$ cat config.mk
export PLATFORM = sky130hd
export DESIGN_NAME = uart_rx_flat
export DESIGN_NICKNAME = d
export VERILOG_FILES = /design/src/rtl/uart_rx_if.sv /design/src/rtl/uart_rx.sv /design/src/flat_wrapper.sv
export SDC_FILE = /design/constraint.sdc
export NUM_CORES = 1
export LEC_CHECK = 0
export CAP_MARGIN = 25
export CORE_ASPECT_RATIO = 1.2
export CORE_MARGIN = 2
export CORE_UTILIZATION = 52
export CTS_BUF_LIST = sky130_fd_sc_hd__clkbuf_8
export DETAILED_ROUTE_END_ITERATION = 12
export GPL_ROUTABILITY_DRIVEN = 0
export PLACE_DENSITY = 0.77
export SKIP_CTS_REPAIR_TIMING = 1
export SLEW_MARGIN = 5
export SYNTH_ARGS = -nofsm -noshare
export SYNTH_HDL_FRONTEND = slang
export SYNTH_SLANG_ARGS = --single-unit
$ cat constraint.sdc
create_clock -name hwclk -period 1.8 [get_ports hwclk]
set_input_delay 0.18 -clock hwclk [delete_from_list [all_inputs] [get_ports hwclk]]
set_output_delay 0.18 -clock hwclk [all_outputs]
set_load 0.03 [all_outputs]
$ cat src/rtl/uart_rx_if.sv
// Consumer-side handshake bundle of the UART receiver: byte, valid/ack and status flags.
`timescale 1ns/1ps
interface uart_rx_if #(
  parameter int DATA_BITS = 8
);
  logic                 rx_ack;
  logic [DATA_BITS-1:0] rx_data;
  logic                 rx_valid;
  logic                 frame_err;
  logic                 overrun;
  logic                 parity_err;

  modport master (input rx_ack, output rx_data, rx_valid, frame_err, overrun, parity_err);
  modport slave  (output rx_ack, input rx_data, rx_valid, frame_err, overrun, parity_err);
endinterface

$ cat src/rtl/uart_rx.sv
// UART receiver: 16x oversampled, majority-voted bits, valid/ack byte handshake.
// Optional even parity bit enabled with the UART_RX_PARITY_EN macro.
`timescale 1ns/1ps
module uart_rx #(
  parameter int DATA_BITS  = 8,
  parameter int OVERSAMPLE = 16
) (
  input  logic      hwclk,
  input  logic      reset_n,
  input  logic      baud_clk,
  input  logic      rx,
  uart_rx_if.master bus
);
  localparam int SW = $clog2(OVERSAMPLE);
  localparam int BW = $clog2(DATA_BITS + 1);
  localparam int M  = OVERSAMPLE / 2;
  localparam logic [SW-1:0] S_EARLY = SW'(M - 1);
  localparam logic [SW-1:0] S_MID   = SW'(M);
  localparam logic [SW-1:0] S_DEC   = SW'(M + 1);
  localparam logic [SW-1:0] S_LAST  = SW'(OVERSAMPLE - 1);
  localparam logic [BW-1:0] N_BITS  = BW'(DATA_BITS);

  typedef enum logic [2:0] {
    ST_IDLE   = 3'd0,
    ST_START  = 3'd1,
    ST_DATA   = 3'd2,
    ST_PARITY = 3'd3,
    ST_STOP   = 3'd4
  } state_t;

  function automatic logic maj3(input logic a, input logic b, input logic c);
    return (a & b) | (a & c) | (b & c);
  endfunction

`ifdef UART_RX_PARITY_EN
  function automatic logic even_parity_fail(input logic [DATA_BITS-1:0] d, input logic p);
    return ^{d, p};
  endfunction
`endif

  state_t               state_r, state_s;
  logic [1:0]           rx_sync_r, baud_sync_r;
  logic                 baud_prev_r;
  logic [SW-1:0]        s_r;
  logic [BW-1:0]        bit_cnt_r;
  logic [1:0]           samp_r;
  logic [DATA_BITS-1:0] shift_r;
  logic                 armed_r;
  logic [DATA_BITS-1:0] data_r;
  logic                 valid_r, ferr_r, ovr_r, perr_r;
  logic                 tick_s, rx_s, at_dec_s, at_wrap_s, maj_s;
  logic                 start_s, shift_en_s, done_s, perr_s;
`ifdef UART_RX_PARITY_EN
  logic                 par_bit_r, par_en_s;
`endif

  assign rx_s      = rx_sync_r[1];
  assign tick_s    = baud_sync_r[1] & ~baud_prev_r;
  assign at_dec_s  = tick_s & (s_r == S_DEC);
  assign at_wrap_s = tick_s & (s_r == S_LAST);
  assign maj_s     = maj3(samp_r[0], samp_r[1], rx_s);

  // Two-flop synchronizers for rx and baud_clk, plus baud edge history
  always_ff @(posedge hwclk or negedge reset_n) begin
    if (!reset_n) begin
      rx_sync_r   <= 2'b11;
      baud_sync_r <= 2'b11;
      baud_prev_r <= 1'b1;
    end else begin
      rx_sync_r   <= {rx_sync_r[0], rx};
      baud_sync_r <= {baud_sync_r[0], baud_clk};
      baud_prev_r <= baud_sync_r[1];
    end
  end

  // FSM state register
  always_ff @(posedge hwclk or negedge reset_n) begin
    if (!reset_n) begin
      state_r <= ST_IDLE;
    end else begin
      state_r <= state_s;
    end
  end

  // FSM next-state logic; STOP returns to IDLE mid-bit so the next start edge is caught
  always_comb begin
    state_s = state_r;
    case (state_r)
      ST_IDLE: begin
        if (start_s) state_s = ST_START;
        else         state_s = ST_IDLE;
      end
      ST_START: begin
        if (at_dec_s && maj_s) state_s = ST_IDLE;
        else if (at_wrap_s)    state_s = ST_DATA;
        else                   state_s = ST_START;
      end
      ST_DATA: begin
`ifdef UART_RX_PARITY_EN
        if (at_wrap_s && (bit_cnt_r == N_BITS)) state_s = ST_PARITY;
`else
        if (at_wrap_s && (bit_cnt_r == N_BITS)) state_s = ST_STOP;
`endif
        else                                    state_s = ST_DATA;
      end
      ST_PARITY: begin
        if (at_wrap_s) state_s = ST_STOP;
        else           state_s = ST_PARITY;
      end
      ST_STOP: begin
        if (at_dec_s) state_s = ST_IDLE;
        else          state_s = ST_STOP;
      end
      default: state_s = ST_IDLE;
    endcase
  end

  // FSM output decode; a start needs the line to have been seen high since any break
  always_comb begin
    start_s    = 1'b0;
    shift_en_s = 1'b0;
    done_s     = 1'b0;
`ifdef UART_RX_PARITY_EN
    par_en_s   = 1'b0;
`endif
    case (state_r)
      ST_IDLE:   start_s    = tick_s & ~rx_s & armed_r;
      ST_DATA:   shift_en_s = at_dec_s;
`ifdef UART_RX_PARITY_EN
      ST_PARITY: par_en_s   = at_dec_s;
`endif
      ST_STOP:   done_s     = at_dec_s;
      default:   start_s    = 1'b0;
    endcase
  end

  // Sample counter, majority samples, shift register and break re-arm flag
  always_ff @(posedge hwclk or negedge reset_n) begin
    if (!reset_n) begin
      s_r       <= '0;
      bit_cnt_r <= '0;
      samp_r    <= 2'b00;
      shift_r   <= '0;
      armed_r   <= 1'b1;
    end else begin
      if (state_s == ST_IDLE)                s_r <= '0;
      else if (tick_s && state_r != ST_IDLE) s_r <= at_wrap_s ? '0 : s_r + SW'(1);
      if (tick_s && s_r == S_EARLY) samp_r[0] <= rx_s;
      if (tick_s && s_r == S_MID)   samp_r[1] <= rx_s;
      if (state_r != ST_DATA) bit_cnt_r <= '0;
      else if (shift_en_s)    bit_cnt_r <= bit_cnt_r + BW'(1);
      if (shift_en_s) shift_r <= {maj_s, shift_r[DATA_BITS-1:1]};
      if (rx_s)                 armed_r <= 1'b1;
      else if (done_s && !maj_s) armed_r <= 1'b0;
    end
  end

`ifdef UART_RX_PARITY_EN
  // Captured parity bit
  always_ff @(posedge hwclk or negedge reset_n) begin
    if (!reset_n) begin
      par_bit_r <= 1'b0;
    end else if (par_en_s) begin
      par_bit_r <= maj_s;
    end
  end
  assign perr_s = even_parity_fail(shift_r, par_bit_r);
`else
  assign perr_s = 1'b0;
`endif

  // Consumer handshake: an ack in the completion cycle frees the slot for the new byte
  always_ff @(posedge hwclk or negedge reset_n) begin
    if (!reset_n) begin
      data_r  <= '0;
      valid_r <= 1'b0;
      ferr_r  <= 1'b0;
      ovr_r   <= 1'b0;
      perr_r  <= 1'b0;
    end else if (done_s) begin
      if (!valid_r || bus.rx_ack) begin
        data_r  <= shift_r;
        valid_r <= 1'b1;
        ferr_r  <= ~maj_s;
        perr_r  <= perr_s;
      end else begin
        ovr_r   <= 1'b1;
      end
    end else if (bus.rx_ack) begin
      valid_r <= 1'b0;
    end
  end

  assign bus.rx_data    = data_r;
  assign bus.rx_valid   = valid_r;
  assign bus.frame_err  = ferr_r;
  assign bus.overrun    = ovr_r;
  assign bus.parity_err = perr_r;
endmodule
$ cat src/flat_wrapper.sv
// flat-port wrapper written by rule: the top's interface ports become plain ports
module uart_rx_flat 
#(
  parameter int DATA_BITS  = 8,
  parameter int OVERSAMPLE = 16
)
  (hwclk, reset_n, baud_clk, rx, bus_rx_ack, bus_rx_data, bus_rx_valid, bus_frame_err, bus_overrun, bus_parity_err);
  uart_rx_if #(.DATA_BITS(DATA_BITS)) bus_i ();
  input  logic hwclk;
  input  logic reset_n;
  input  logic baud_clk;
  input  logic rx;
  input wire logic [$bits(bus_i.rx_ack)-1:0] bus_rx_ack;
  output wire logic [$bits(bus_i.rx_data)-1:0] bus_rx_data;
  output wire logic [$bits(bus_i.rx_valid)-1:0] bus_rx_valid;
  output wire logic [$bits(bus_i.frame_err)-1:0] bus_frame_err;
  output wire logic [$bits(bus_i.overrun)-1:0] bus_overrun;
  output wire logic [$bits(bus_i.parity_err)-1:0] bus_parity_err;
  assign bus_i.rx_ack = bus_rx_ack;
  assign bus_rx_data = bus_i.rx_data;
  assign bus_rx_valid = bus_i.rx_valid;
  assign bus_frame_err = bus_i.frame_err;
  assign bus_overrun = bus_i.overrun;
  assign bus_parity_err = bus_i.parity_err;
  uart_rx #(.DATA_BITS(DATA_BITS), .OVERSAMPLE(OVERSAMPLE)) u_core (.hwclk(hwclk), .reset_n(reset_n), .baud_clk(baud_clk), .rx(rx), .bus(bus_i));
endmodule
**Yosys cells after proc, flatten, opt, wreduce, memory -nomap -nowiden**

Cells that the tools add are included.

- Flip-flop bits (word level): 38
- Logic and storage cells: 80

- Add/subtract/negate cells: 2
- Equality and inequality tests: 11
- Mux-type cells: 20
- Bitwise gates (word level): 14
- Reductions and logical operators: 19

Operators with widths:

| cell | count |
|---|---|
| two-way mux 4 bit | 5 |
| equality test 4 bit (second input constant) | 4 |
| one-hot mux 3 bit (5 select lines) | 1 |
| two-way mux 3 bit | 4 |
| two-way mux 1 bit | 9 |
| adder 4 x 1 -> 4 bit (second input constant) | 2 |
| AND 1 bit | 8 |
| nonzero test 2 bit | 4 |
| equality test 3 x 2 -> 1 bit (second input constant) | 2 |
| logical AND 1 bit | 6 |
| zero test 3 bit | 2 |
| AND reduction 2 bit | 3 |
| equality test 4 x 3 -> 1 bit (second input constant) | 1 |
| NOT 1 bit | 4 |
| equality test 3 x 1 -> 1 bit (second input constant) | 1 |
| equality test 3 bit (second input constant) | 1 |
| inequality test 3 x 2 -> 1 bit (second input constant) | 1 |
| nonzero test 3 bit | 1 |
| zero test 1 bit | 2 |
| two-way mux 2 bit | 1 |
| inequality test 2 bit (second input constant) | 1 |
| bitwise OR 1 bit | 2 |
| logical OR 1 bit | 1 |

**Depth between registers and ports, before layout**

Gate-level depths: netlist (run 1).

- Depth after elaboration: 9
- Depth in mapped cells: 7
- Depth with buffers taken out: 6

**Least setup slack after synthesis (run 1)**

Ideal clock, no wire load.

- Kind: reg-to-reg
- Start: reg u_core.s_r[1]
- End: reg u_core.shift_r[0]
- Library setup time: 125 ps
- Arrival time: 1,609 ps
- Data required time: 1,675 ps
- Setup slack: 65 ps
- Cell stages (with the launch flop): 8
- Buffers on the path: 2
- Period minus slack after synthesis: 1,735 ps
- Cell sequence: dfrtp_1 inv_1 ha_1 clkbuf_1 nand2_1 or2_1 buf_6 mux2_4

- Longest elaborated chain between the ends: 3

Ends and longest elaborated chain:

| element | RTL line | source |
|---|---|---|
| start, declared | uart_rx.sv:44 | `logic [SW-1:0] s_r;` |
| start signal, assigned | uart_rx.sv:147 | `else if (tick_s && state_r != ST_IDLE) s_r <= at_wrap_s ? '0 : s_r + SW'(1);` |
| equality test 4 bit | uart_rx.sv:59 | `assign at_dec_s = tick_s & (s_r == S_DEC);` |
| AND 1 bit | uart_rx.sv:59 |  |
| two-way mux 1 bit | uart_rx.sv:126 | `case (state_r)` |
| end signal, assigned | uart_rx.sv:152 | `if (shift_en_s) shift_r <= {maj_s, shift_r[DATA_BITS-1:1]};` |
| end, declared | uart_rx.sv:47 | `logic [DATA_BITS-1:0] shift_r;` |

Every way passes these cells.
A chain may end at the register's enable or synchronous reset.

**Final worst setup path (run 1)**

- Start: reg u_core.state_r[0]
- End: reg u_core.armed_r

- Longest elaborated chain between the ends: 4

Ends and longest elaborated chain:

| element | RTL line | source |
|---|---|---|
| start, declared | uart_rx.sv:41 | `state_t state_r, state_s;` |
| start signal, assigned | uart_rx.sv:81 | `state_r <= state_s;` |
| equality test 3 bit | uart_rx.sv:126 |  |
| two-way mux 1 bit | uart_rx.sv:126 |  |
| logical AND 1 bit | uart_rx.sv:154 | `else if (done_s && !maj_s) armed_r <= 1'b0;` |
| nonzero test 2 bit (no source line) | -- |  |
| end signal, assigned | uart_rx.sv:144 | `armed_r <= 1'b1;` |
| end signal, assigned | uart_rx.sv:153 | `if (rx_s) armed_r <= 1'b1;` |
| end signal, assigned | uart_rx.sv:154 |  |
| end, declared | uart_rx.sv:48 | `logic armed_r;` |

Every way passes these cells.

==> impl_metrics.env, run 1 <==
export IMPL_route_detailed_drc=0
export IMPL_yosysSeqAreaShare_pct=55.8
export IMPL_cts_htree_levels=2
export IMPL_seqPwrFrac_pct=49.5
export IMPL_leakage_nw=0.986
export IMPL_power_total_w=0.00187
export IMPL_crit_arrival_ns=1.89
export IMPL_clock_latency_ns=0.29
export IMPL_synth_cell_type_count=39
export IMPL_vias_per_cell=5.46
export IMPL_met3WireLength_um=122
export IMPL_routed_wl_met2_um=1540
export IMPL_yosysTopAreaCellShare_pct=46.6
export IMPL_final_hold_viol_count=0
export IMPL_path_max_fanout=8
export IMPL_pwr_density_cell_nw_per_um2=900
export IMPL_die_h_um=66.9
export IMPL_synth_area_leaders="dfrtp_1, dfstp_2, mux2_4, mux2_2, a21oi_1"
export IMPL_ys_top_cells_by_count="dfrtp_1, a21oi_1, mux2_2"
export IMPL_async_reset_ff_share_pct=100
export IMPL_yosys_warnings=0
export IMPL_hp_start="rx"
export IMPL_fill_cells=233
export IMPL_cp_cell_sequence="nor3b_1 > buf_4 > nand3_1 > a21o_1 > a21o_1"
export IMPL_max_cap_violations=0
export IMPL_ctsRootBufferMaster="clkbuf_8"
export IMPL_final_area_um2=2080
export IMPL_crit_required_ns=2.02
export IMPL_clock_skew_ns=0.0104
export IMPL_io_pins=17
export IMPL_met1_length_um=1290
export IMPL_clk_pin_slew_ns=0.07
export IMPL_yosys_register_bits=38
export IMPL_antenna_found_initial=0
export IMPL_p_int_w=0.00142
export IMPL_synth_largest_area_cell="dfrtp_1"
export IMPL_rsz0062_at_grt="false"
export IMPL_grtUsageTotal_pct=17.9
export IMPL_yosysMostFrequentCell="dfrtp_1"
export IMPL_n_antenna_cell=0
export IMPL_power_switching_w=0.000447
export IMPL_worstSetupPathType="reg -> reg"
export IMPL_layout_drive_gt1_share_pct=26.8
export IMPL_cts_tree="yes"
export IMPL_area_growth_pct=21.1
export IMPL_std_cell_rows=22
export IMPL_postRouteAntennaNets=0
export IMPL_critical_path_startpoint="u_core.state_r[0]$_DFF_PN0_"
export IMPL_die_w_um=56.5
export IMPL_dieArea_um2=3780
export IMPL_max_stage_delay_ns=0.45
export IMPL_p_clk_share_pct=38.7
export IMPL_port_buffers=15
export IMPL_cts_buffers=5
export IMPL_fmax_ghz=0.598
export IMPL_cts_sinks=38
export IMPL_overflow=0
export IMPL_tns_ns=0
export IMPL_placed_area_um2=1940
export IMPL_worstSetupStartpointType="flop"
export IMPL_syn_area_per_cell_um2=12.4
export IMPL_timing_final_crit_share_pct=92.9
export IMPL_first_pass_iters=4
export IMPL_vdd_drop_max_v=0.000716
export IMPL_grt_max_degree=39
export IMPL_mappedNetlistArea_um2=1720
export IMPL_pwr_share_comb_pct=11.8
export IMPL_cts_buffer_depth=2
export IMPL_core_area_um2=3110
export IMPL_layout_nets=173
export IMPL_totalWireLength_um=3000
export IMPL_synth_edf_count=0
export IMPL_end_kind="flop"
export IMPL_synth_nets=148
export IMPL_grt_pass1_wl_um=5130
export IMPL_fin_util_pct=66.8
export IMPL_grt_pass1_vias=1154
export IMPL_hp_class="in -> reg"
export IMPL_syn_inst=138
export IMPL_hpwl_um=2150
export IMPL_start_util_pct=55.2
export IMPL_post_place_cells=192
export IMPL_highest_layer="met4"
export IMPL_status="complete, no violations"
export IMPL_avgRoutedWirePerCell_um=15.0
export IMPL_setup_violations_final=0
export IMPL_slowest_stage="dfrtp_1"
export IMPL_crit_top_cell="a21o_1"
export IMPL_timing_rr_start="u_core.state_r[0]$_DFF_PN0_"
export IMPL_synthFlopType="dfrtp_1"
export IMPL_drt_iter0_drc=20
export IMPL_vias=1091
export IMPL_p_sw_share_pct=23.9
export IMPL_slew_viol_final=0
export IMPL_fin_crit_ns=1.67
export IMPL_stdcell_count=200
-- metal layers --
layer | vias up | global-route usage [%]
met5 | - | 0
met4 | 0 | 8.04
li1 | 529 | -
met1 | 537 | 20.7
met3 | 4 | 5.24
met2 | 21 | 30.8
-- layout by cell type, fill, tap and decap left out, types with 5 or more instances in the layout --
master           synthesis  routed
clkdlybuf4s50_1          0      15
mux2_2                  10      10
clkbuf_8                 0       6
ha_1                     5       5
inv_1                    5       6
mux2_4                   8       8
dfrtp_1                 32      32
a21oi_1                 14      13
dfstp_2                  6       6
buf_4                    1       8
nor2_1                   7       7
nand2_1                  6       6
-- power by group through the flow --
stage / Clock, W / Sequential (W) / Combinational (W)
floorplan: 0 / 0.000935 / 0.000132
global placement: 0 / 0.000938 / 0.000203
detailed placement: 0 / 0.000941 / 0.000213
CTS: 0.000742 / 0.000925 / 0.000214
global route: 0.000779 / 0.000930 / 0.000252
finish: 0.000724 / 0.000926 / 0.000221
-- cell type report --
class | instances | area (um^2) | share of cell area (%)
Clock buffer | 6 | 82.6 | 3.97
Clock inverter | 2 | 33.8 | 1.63
Inverter | 5 | 18.8 | 0.903
Multi-Input combinational cell | 90 | 729 | 35.1
Sequential cell | 38 | 958 | 46.1
Tap cell | 36 | 45.0 | 2.17
Timing Repair Buffer | 23 | 210 | 10.1
-- registers in the layout (all words and copies together) (netlist names) --
name                  count
u_core.s_r                4
u_core.shift_r            8
u_core.bus.rx_data        8
u_core.baud_sync_r        2
u_core.state_r            3
u_core.samp_r             2
u_core.baud_prev_r        1
u_core.bit_cnt_r          4
u_core.bus.frame_err      1
u_core.bus.rx_valid       1
u_core.rx_sync_r          2
u_core.armed_r            1
u_core.bus.overrun        1
-- per-stage QoR --
| stage | setup WS, ns | hold WS [ns] |
|---|---|---|
| final | 0.127 | 0.294 |
| after global routing | 0.0279 | 0.295 |
| after CTS | 0.0705 | 0.289 |
| after detailed placement | 0.0702 | 0.353 |
| after global placement | 0.101 | 0.347 |
| after floorplan | 0.0654 | -0.116 |
-- path summary, 6_finish.rpt --
path	endpoint	slack [ns]	depth (start not counted)
max in group asynchronous	u_core.rx_sync_r[0]$_DFF_PN1_	1.14	2
worst max register to register	u_core.armed_r$_DFFE_PN1P_	0.13	5
worst min register to register	u_core.baud_sync_r[1]$_DFF_PN1_	0.36	0
worst max-delay path	u_core.armed_r$_DFFE_PN1P_	0.13	5
min in group asynchronous	u_core.bus.rx_data[0]$_DFFE_PN0P_	0.30	2
worst min-delay path	u_core.rx_sync_r[0]$_DFF_PN1_	0.29	1
-- worst max-delay path: cells and delay by family (launching register included) --
| kind | cells | cell delay, ns |
|---|---|---|
| compound gates | 2 | 0.36 |
| simple gates | 2 | 0.59 |
| buf+inv | 1 | 0.21 |
| flops | 1 | 0.45 |
-- logic make-up after synthesis --
logic type | after synthesis | share of synthesized area, %
AOI/OAI and AO/OA | 23 | 7.73
muxes | 18 | 13.6
buffers and inverters | 10 | 2.92
other | 1 | 0.218
DFF | 38 | 55.8
and+or+nand+nor | 38 | 13.5
xor gates and xnor gates | 4 | 2.04
adders and majority gates | 6 | 4.23
(Power assumes the default switching activity.)
==> inputs of run 2 (changes only) <==
Settings changed: CORE_UTILIZATION 52 to 58, PLACE_DENSITY 0.77 to 0.81.
Clock period 1.8 ns to 1.7 ns, I/O delays scaled along.
==> run 2 against run 1 <==
Against the previous run:
- global-route usage rose by 6.7 points
- clock skew fell by 0.0048 ns
- clock power fell by 10%
- critical path depth did not move
- die area fell by 9.7%
- largest power group unchanged
- combinational power rose by 20%
- register-to-register slack got worse by 0.07 ns
- routed wire length rose by 14%
- setup slack got worse by 0.070 ns
- maximum frequency rose by 1.8%
==> impl_metrics.env, run 2 (same netlist as run 1, synthesis figures left out) <==
export IMPL_final_area_um2=2110
export IMPL_port_buffers=15
export IMPL_cts_sinks=38
export IMPL_drt_iter0_drc=9
export IMPL_status="complete, no violations"
export IMPL_fin_crit_ns=1.64
export IMPL_timing_rr_start="u_core.baud_sync_r[1]$_DFF_PN1_"
export IMPL_overflow=0
export IMPL_antenna_found_initial=0
export IMPL_clock_skew_ns=0.00560
export IMPL_critical_path_startpoint="u_core.baud_sync_r[1]$_DFF_PN1_"
export IMPL_tns_ns=0
export IMPL_route_detailed_drc=0
export IMPL_vias_per_cell=5.59
export IMPL_avgRoutedWirePerCell_um=16.4
export IMPL_worstSetupPathType="reg -> reg"
export IMPL_layout_drive_gt1_share_pct=31.0
export IMPL_grt_max_degree=39
export IMPL_cts_buffer_depth=2
export IMPL_fmax_ghz=0.609
export IMPL_leakage_nw=1.00
export IMPL_pwr_density_cell_nw_per_um2=893
export IMPL_cts_buffers=5
export IMPL_setup_violations_final=0
export IMPL_path_max_fanout=4
export IMPL_multi_input_area_um2=712
export IMPL_crit_required_ns=1.89
export IMPL_fin_ws_ns=0.0577
export IMPL_clk_pin_slew_ns=0.07
export IMPL_pre_cts_slack_ns=-0.0243
export IMPL_fin_util_pct=75.1
export IMPL_final_common_cell="dfrtp_1"
export IMPL_rr_worst_depth=5
export IMPL_vdd_drop_max_v=0.000959
export IMPL_start_util_pct=61.1
export IMPL_slew_viol_final=0
export IMPL_seq_area_um2=958
export IMPL_max_cap_violations=0
export IMPL_vias=1163
export IMPL_timing_final_crit_share_pct=96.6
export IMPL_ctsRootBufferMaster="clkbuf_8"
export IMPL_slowest_stage="dfstp_2"
export IMPL_postRouteAntennaNets=0
export IMPL_fill_cells=195
export IMPL_die_h_um=63.6
export IMPL_io_pins=17
export IMPL_totalWireLength_um=3420
export IMPL_grt_pass1_wl_um=5940
export IMPL_first_pass_iters=4
export IMPL_rsz0062_at_grt="true"
export IMPL_cts_tree="yes"
export IMPL_clock_latency_ns=0.30
export IMPL_n_antenna_cell=0
export IMPL_final_cell_mix="dfrtp_1, buf_4, clkdlybuf4s50_1, a21oi_1, mux2_2"
export IMPL_area_growth_pct=23.0
export IMPL_grtUsageTotal_pct=24.6
export IMPL_core_area_um2=2810
export IMPL_crit_arrival_ns=1.83
export IMPL_std_cell_rows=21
export IMPL_holdWs_ns=0.277
export IMPL_dieArea_um2=3410
export IMPL_placed_area_um2=2010
export IMPL_layout_nets=183
export IMPL_end_kind="flop"
export IMPL_cts_htree_levels=2
export IMPL_max_stage_delay_ns=0.53
export IMPL_worstSetupStartpointType="flop"
export IMPL_hpwl_um=2530
export IMPL_die_w_um=53.7
export IMPL_grt_pass1_vias=1298
export IMPL_crit_top_cell="buf_4"
export IMPL_final_hold_viol_count=0
export IMPL_hp_class="in -> async"
export IMPL_cp_cell_sequence="and4bb_1 > buf_4 > nand4_2 > buf_4 > mux2_2"
-- run 2: final cells by class --
| type | count | share of cell area, % |
|---|---|---|
| Clock buffer | 6 | 3.91 |
| Clock inverter | 2 | 0.592 |
| Inverter | 5 | 0.889 |
| Multi-Input combinational cell | 90 | 33.7 |
| Sequential cell | 38 | 45.4 |
| Tap cell | 34 | 2.01 |
| Timing Repair Buffer | 33 | 13.5 |
-- run 2: worst paths after layout --
kind / to / slack (ns)
setup / recovery: u_core.bus.rx_data[4]$_DFFE_PN0P_ / 0.06
max in group asynchronous: u_core.rx_sync_r[1]$_DFF_PN1_ / 1.07
setup reg to reg: u_core.bus.rx_data[4]$_DFFE_PN0P_ / 0.06
hold / removal: u_core.bit_cnt_r[2]$_DFFE_PN0P_ / 0.28
hold reg to reg: u_core.baud_sync_r[1]$_DFF_PN1_ / 0.36
min in group hwclk: u_core.baud_sync_r[0]$_DFF_PN1_ / 0.28
-- run 2: per-layer routing --
layer	vias up	track usage [%]	wire length [um]	share of wire, %
li1	548	-	-	-
met1	584	26.5	1350	39
met2	22	42.2	1860	54
met3	9	5.21	107	3.1
met4	0	14.4	110	3.2
met5	-	0	0	0
-- run 2: critical path: cells and delay by family, from the launching register on --
family	cells	cell delay, ns
buf+inv	2	0.35
flops	1	0.53
mux	1	0.27
simple gates	2	0.37
-- run 2: power by group --
group	switching (W)	total [W]	leakage, nW	internal, W
Combinational	0.000156	0.000265	0.450	0.000109
Clock	0.000323	0.000649	0.0472	0.000326
Sequential	0.0000300	0.000973	0.505	0.000943
Total	0.000509	0.00189	1.00	0.00138
-- run 2: metrics by stage --
step / total power, W / instances
after detailed placement: 0.00125 / 200
final: 0.00189 / 208
after global routing: 0.00197 / 208
after global placement: 0.00123 / 200
after CTS: 0.00190 / 208
after floorplan: 0.00113 / 138
==> inputs of run 3 (changes only) <==
Settings changed: CORE_UTILIZATION 58 to 63, PLACE_DENSITY 0.81 to 0.87.
Clock period 1.7 ns to 1.95 ns, I/O delays scaled along.
==> run 3 against run 2 <==
Against the previous run:
- maximum frequency is 10% lower
- final area is 3.6% lower
- first-iteration DRC count is 130% higher
- highest routed layer unchanged
- via count is 1.5% lower
- cell count is 6.7% lower
- die area is 7.4% lower
- largest power group unchanged
- clock skew is 0.00093 ns higher
- largest cell class unchanged
- worst hold slack better by 0.044 ns
- sequential power is 12% lower
- critical path depth is 1 lower
- sequential share of layout area is 1.7 points higher
==> impl_metrics.env, run 3 (same netlist as run 1, synthesis figures left out) <==
export IMPL_status="complete, no violations"
export IMPL_pwr_density_cell_nw_per_um2=847
export IMPL_vias_per_cell=5.90
export IMPL_end_kind="flop"
export IMPL_crit_buf_inv=0
export IMPL_worstSetupPathType="reg -> reg"
export IMPL_grt_pass1_wl_um=5450
export IMPL_antenna_found_initial=0
export IMPL_fill_cells=156
export IMPL_placed_area_um2=1910
export IMPL_met3WireLength_um=148
export IMPL_vdd_drop_max_v=0.000819
export IMPL_worstSetupStartpointType="flop"
export IMPL_std_cell_rows=20
export IMPL_clk_pin_slew_ns=0.07
export IMPL_timing_final_crit_share_pct=93.7
export IMPL_clock_skew_ns=0.00654
export IMPL_crit_required_ns=2.13
export IMPL_drt_iter0_drc=21
export IMPL_overflow=0
export IMPL_first_pass_iters=4
export IMPL_cts_buffers=5
export IMPL_rsz0062_at_grt="false"
export IMPL_slew_viol_final=0
export IMPL_grtUsageTotal_pct=24.6
export IMPL_fmax_ghz=0.547
export IMPL_cp_cell_sequence="nand2b_1 > or2_2 > or2_1 > mux2_4"
export IMPL_fin_crit_ns=1.83
export IMPL_setup_violations_final=0
export IMPL_totalWireLength_um=3200
export IMPL_route_detailed_drc=0
export IMPL_layout_nets=170
export IMPL_n_antenna_cell=0
export IMPL_final_hold_viol_count=0
export IMPL_cts_htree_levels=2
export IMPL_cts_sinks=38
export IMPL_hp_class="in -> async"
export IMPL_port_buffers=15
export IMPL_grt_max_degree=39
export IMPL_max_cap_violations=0
export IMPL_power_total_w=0.00173
export IMPL_crit_family="simple AND/OR/NAND/NOR gates"
export IMPL_core_area_um2=2550
export IMPL_start_util_pct=67.3
export IMPL_routed_wl_met2_um=1670
export IMPL_path_max_fanout=8
export IMPL_ctsRootBufferMaster="clkbuf_8"
export IMPL_postRouteAntennaNets=0
export IMPL_crit_arrival_ns=2.01
export IMPL_io_pins=17
export IMPL_clock_latency_ns=0.29
export IMPL_area_growth_pct=18.7
export IMPL_cts_tree="yes"
export IMPL_final_area_um2=2040
export IMPL_final_cell_mix="dfrtp_1, clkdlybuf4s50_1, a21oi_1, mux2_2, mux2_4"
export IMPL_hpwl_um=2130
export IMPL_avgRoutedWirePerCell_um=16.5
export IMPL_max_stage_delay_ns=0.44
export IMPL_die_w_um=51.7
export IMPL_fin_util_pct=79.8
export IMPL_highest_layer="met4"
export IMPL_final_common_cell="dfrtp_1"
export IMPL_met1_length_um=1290
export IMPL_vias=1145
export IMPL_layout_drive_gt1_share_pct=24.2
export IMPL_tns_ns=0
export IMPL_leakage_nw=0.956
export IMPL_grt_pass1_vias=1210
export IMPL_die_h_um=61.2
export IMPL_dieArea_um2=3160
export IMPL_slowest_stage="dfrtp_1"
export IMPL_cts_buffer_depth=2
[run 3: through the flow]
step	setup slack, ns	cells	hold WS [ns]
after floorplan	0.215	138	-0.101
after global placement	0.203	186	0.346
after detailed placement	0.155	186	0.347
after CTS	0.118	194	0.315
after global routing	0.0528	194	0.313
final	0.122	194	0.321
[run 3: power breakdown]
group          switching (W)  total (W)  internal [W]
Clock               0.000261   0.000672      0.000412
Combinational       0.000122   0.000196     0.0000744
Sequential         0.0000353   0.000857      0.000822
Total               0.000418    0.00173       0.00131
[run 3: metal layers]
metal	track usage, %	up-vias
li1	-	527
met4	12.4	0
met2	42.7	43
met3	7.28	10
met1	27.8	565
met5	0	-
[run 3: final timing paths]
kind	from	endpoint	slack (ns)	cells past startpoint
max	u_core.state_r[2]$_DFF_PN0_	u_core.shift_r[6]$_DFFE_PN0P_	0.12	4
min	reset_n	u_core.bus.rx_data[0]$_DFFE_PN0P_	0.32	2
max reg2reg	u_core.state_r[2]$_DFF_PN0_	u_core.shift_r[6]$_DFFE_PN0P_	0.12	4
min reg2reg	u_core.rx_sync_r[0]$_DFF_PN1_	u_core.rx_sync_r[1]$_DFF_PN1_	0.36	0
max in group asynchronous	reset_n	u_core.baud_sync_r[0]$_DFF_PN1_	1.27	2
min in group hwclk	rx	u_core.rx_sync_r[0]$_DFF_PN1_	0.32	1
[run 3: cell type report]
class,count,area (um^2),area share (%)
clock inverter,2,33.8,1.66
multi-input combinational,90,714,35.1
tap,33,41.3,2.03
timing repair buffer,20,188,9.21
sequential,38,958,47.1
inverter,5,18.8,0.921
clock buffer,6,82.6,4.05
